===== src/rtl/cdc_handshake_tx.sv =====
// Source end of a 4-phase req/ack handshake. It carries one WIDTH-bit word out of the clk domain.
// The asynchronous tx_ack is resynchronised through a SYNC_STAGES flop chain before the FSM uses it.
module cdc_handshake_tx #(
    parameter int WIDTH       = 16,
    parameter int SYNC_STAGES = 2,
    parameter int ACK_TIMEOUT = 1024
) (
    input  logic             clk,
    input  logic             reset,
    input  logic             in_valid,
    output logic             in_ready,
    input  logic [WIDTH-1:0] in_data,
    output logic [WIDTH-1:0] tx_data,
    output logic             tx_req,
    input  logic             tx_ack,
    output logic             busy,
    output logic             timeout_err
);

    localparam int CNT_W = (ACK_TIMEOUT > 0) ? $clog2(ACK_TIMEOUT + 1) : 1;
    localparam logic [CNT_W-1:0] CNT_LAST = CNT_W'((ACK_TIMEOUT > 0) ? ACK_TIMEOUT - 1 : 0);
    localparam logic [CNT_W-1:0] CNT_MAX  = {CNT_W{1'b1}};

    typedef enum logic [1:0] {
        IDLE    = 2'd0,
        SETUP   = 2'd1,
        REQ     = 2'd2,
        RELEASE = 2'd3
    } state_t;

    state_t                 state_reg;
    logic [SYNC_STAGES-1:0] ack_sync_reg;
    logic [CNT_W-1:0]       cnt_reg;
    logic [WIDTH-1:0]       tx_data_reg;
    logic                   tx_req_reg;
    logic                   timeout_err_reg;
    logic                   ack_s;
    logic                   expired;
    logic                   cnt_hold;

    assign ack_s    = ack_sync_reg[SYNC_STAGES-1];
    assign expired  = (ACK_TIMEOUT != 0) && (cnt_reg == CNT_LAST);
    // With the timeout disabled the counter still must not wrap, so it parks at all-ones.
    assign cnt_hold = expired || (cnt_reg == CNT_MAX);

    always_ff @(posedge clk) begin
        if (!reset) begin
            state_reg       <= IDLE;
            ack_sync_reg    <= '0;
            cnt_reg         <= '0;
            tx_data_reg     <= '0;
            tx_req_reg      <= 1'b0;
            timeout_err_reg <= 1'b0;
        end else begin
            ack_sync_reg    <= {ack_sync_reg[SYNC_STAGES-2:0], tx_ack};
            timeout_err_reg <= 1'b0;
            case (state_reg)
                IDLE: begin
                    cnt_reg <= '0;
                    if (in_valid) begin
                        tx_data_reg <= in_data;
                        state_reg   <= SETUP;
                    end
                end
                SETUP: begin
                    tx_req_reg <= 1'b1;
                    cnt_reg    <= '0;
                    state_reg  <= REQ;
                end
                REQ: begin
                    // An ack arriving on the expiry cycle takes priority over the timeout.
                    if (ack_s) begin
                        tx_req_reg <= 1'b0;
                        cnt_reg    <= '0;
                        state_reg  <= RELEASE;
                    end else if (expired) begin
                        timeout_err_reg <= 1'b1;
                        tx_req_reg      <= 1'b0;
                        cnt_reg         <= '0;
                        state_reg       <= RELEASE;
                    end else if (!cnt_hold) begin
                        cnt_reg <= cnt_reg + 1'b1;
                    end
                end
                RELEASE: begin
                    if (!ack_s) begin
                        state_reg <= IDLE;
                    end else if (expired) begin
                        timeout_err_reg <= 1'b1;
                        state_reg       <= IDLE;
                    end else if (!cnt_hold) begin
                        cnt_reg <= cnt_reg + 1'b1;
                    end
                end
                default: begin
                    tx_req_reg <= 1'b0;
                    state_reg  <= IDLE;
                end
            endcase
        end
    end

    assign in_ready    = (state_reg == IDLE);
    assign busy        = (state_reg != IDLE);
    assign tx_data     = tx_data_reg;
    assign tx_req      = tx_req_reg;
    assign timeout_err = timeout_err_reg;

endmodule

===== config.mk =====
export PLATFORM = sky130hd
export DESIGN_NAME = cdc_handshake_tx
export DESIGN_NICKNAME = d
export VERILOG_FILES = /design/src/rtl/cdc_handshake_tx.sv
export SDC_FILE = /design/constraint.sdc
export NUM_CORES = 1
export LEC_CHECK = 0
export CELL_PAD_IN_SITES_DETAIL_PLACEMENT = 1
export CELL_PAD_IN_SITES_GLOBAL_PLACEMENT = 2
export CORE_ASPECT_RATIO = 0.8
export CORE_MARGIN = 10
export CORE_UTILIZATION = 27
export CTS_CLUSTER_SIZE = 20
export DETAILED_ROUTE_END_ITERATION = 10
export GPL_TIMING_DRIVEN = 0
export PLACE_DENSITY = 0.79
export SLEW_MARGIN = 20
export SYNTH_ARGS = -nofsm -noshare
export SYNTH_HDL_FRONTEND = slang
export SYNTH_SLANG_ARGS = --single-unit

===== constraint.sdc =====
create_clock -name clk -period 2.1 [get_ports clk]
set_clock_uncertainty 0.2 [all_clocks]
set_input_delay 0.42 -clock clk [delete_from_list [all_inputs] [get_ports clk]]
set_output_delay 0.42 -clock clk [all_outputs]
set_load 0.01 [all_outputs]

==> impl_metrics.ini <==
[outcome]
status = complete, no violations

[timing]
hold_violations = 0
fmax_mhz = 504.0
setup_viol = 0
period_needed_ns = 1.984
relSlewSlack_pct = 60.58
post-route-period-util_pct = 94.48
fin_ws_ns = 0.1160
worstMarginPinSlew_ns = 0.5899
rsz0062_at_grt = false
drv_slew = 0
whs_ns = 0.2371

[finish]
layout_commonest_cell = nand2_1
final_util_pct = 37.69
fill_cells = 648
final_cell_mix = 43 x nand2_1, 36 x clkdlybuf4s50_1, 33 x dfxtp_1, 16 x a21boi_0
nets = 236
sequential_cell_area_um2 = 660.6
syn_to_final_growth_pct = 36.97
antennaDiodeCount = 0
drive_above_1_share_pct = 6.161
multiInputGateArea_um2 = 773.2
largest_reg_flops = 16

[detailed_routing]
num_vias = 1298
wirelength_um = 4009
dr.max_layer_used = met4
drt-pass1-iter-count = 4
post-route-drc-count = 0
wl_met1_um = 1996
ant_nets = 0
vias_per_cell = 4.703
drt-initial-drc-count = 37
dr_wl_met3_um = 212
wl_met2_um = 1735
post_drt_wl_per_cell_um = 14.53

[placed_design]
routabilityCongestion = 0.7022
hpwl_um = 3020
place_ws_ns = -0.07002
port_buffers = 38

[clocking]
clock-sinks = 33
cts_tree = built
ctsRootBufferMaster = clkbuf_8
hold_buffers = 0
ctsHtreeMaxLevel = 2
insertion_delay_ns = 0.28
cts_buffers = 5
post_cts_buffers = 0
cts_max_path_buffers = 2
path_clk_slew_ns = 0.06

[synthesis]
netlist_area_mm2 = 0.001479
ys_warn_count = 0
synth_area_per_cell_um2 = 8.803
yosysSeqAreaShare_pct = 44.67
synthDistinctLibCells = 35
synth_nets = 193
ys_ff_latch = 33
yosys.area.top_type = dfxtp_1
synth_top_cell_area_share_pct = 44.67
synth_area_leaders = dfxtp_1 45%, nand2_1 11%, a21boi_0 8.1%
netlist_instances = 168

[global_route]
grt_pass1_vias = 1328
antenna_found_initial = 0
grt_start_max_net_pins = 11
track_usage_pct = 9.643
grt_first_pass_wirelength_um = 6741
overflow = 0

[die]
num_rows = 24
ios = 40
die_h_um = 86.20
die_w_um = 102.7
start_util_pct = 27.51
core_area_mm2 = 0.005375
dieArea_mm2 = 0.008856

[critical_path]
required_ns = 1.48
critPathLaunchType = flip-flop
worstSetupPathType = flip-flop to primary output
cp-startpoint = state_reg[0]
timing.rr.start = cnt_reg[0]
crit_path_end_kind = primary output
critical_path.max_fanout = 5
cp.arrival_ns = 1.36

[hold_path]
hold_path.class = flip-flop to flip-flop
hp-start = ack_sync_reg[0]

[pwr]
ir_drop_v = 0.0003079
powerDensity_mw_per_mm2 = 966.2
finalPower_uw = 1957
leakagePower_uw = 0.0007852

[run]
maxCapViolCount = 0
cell families (layout without fill, tap and decap cells):
logic type                 count (synthesis)  count (layout)  synth area share (%)
AOI/OAI and AO/OA                         30              30                 16.75
DFF                                       33              33                 44.67
muxes                                      3               3                 2.031
and+or+nand+nor                           84              84                 28.09
xor gates and xnor gates                   1               1                0.5923
buffers and inverters                     12              55                 3.638
adders and majority gates                  5               5                 4.230
area by class of cell:
cell class              instances  area share [%]
plain buffers                   5           1.359
well taps                      65           4.015
repair buffers                 38           18.65
clock buffers                   7           4.262
flip-flops and latches         33           32.61
multi-input cells             123           38.17
inverters                       5          0.9265
routing by layer:
layer	vias to the layer above	GRT usage, %
met2	22	13.77
met4	0	4.161
met5	-	0
li1	662	-
met1	609	13.02
met3	5	2.944
through the flow:
stage	instances	instance area (µm²)	setup TNS, ns
floorplan	168	1479	0
global placement	271	1941	-0.2414
detailed placement	271	1941	-0.3801
CTS	278	2024	0
global route	276	2026	0
finish	276	2026	0
where the power goes:
part	switching [µW]	internal, µW	total, µW
sequential	65.4	721	786
combinational	355	330	686
clock	225	260	485
timing repair:
action / in CTS / in global routing
resized for setup: 2 / 1
setup endpoints to repair: 2 / 11
hold endpoints to repair: 0 / 0
cell usage after synthesis:
master / n
nand2_1: 43
and3_1: 6
a41o_1: 1
o211a_1: 3
ha_1: 5
or2b_1: 1
nand3_2: 1
a211o_1: 1
or3_1: 1
nor4b_2: 1
and4_1: 2
nand4b_1: 1
nor2b_1: 2
a21o_1: 1
nor4_2: 1
a211oi_1: 1
nand4_1: 1
nand3_1: 4
nor4_1: 1
buf_6: 1
a31o_2: 1
o221ai_4: 1
mux2i_1: 3
a21boi_0: 16
nor3b_1: 1
and2_1: 4
buf_2: 1
nor2_1: 7
a21oi_1: 4
a2bb2oi_1: 1
dfxtp_1: 33
inv_1: 5
nor3_1: 7
xor2_1: 1
clkbuf_1: 5
path summary, 6_finish.rpt:
kind	end	slack [ns]	depth (start not counted)
min	ack_sync_reg[1]	0.24	1
max	busy	0.12	4
min reg2reg	ack_sync_reg[1]	0.24	1
max reg2reg	state_reg[1]	0.15	5
worst max-delay path: stages, from the launching register on:
cell	delay, ns
dfxtp_1	0.39
inv_1	0.08
ha_1	0.25
inv_1	0.08
dlygate4sd2_1	0.29
Power figures use the tool's default switching activity.
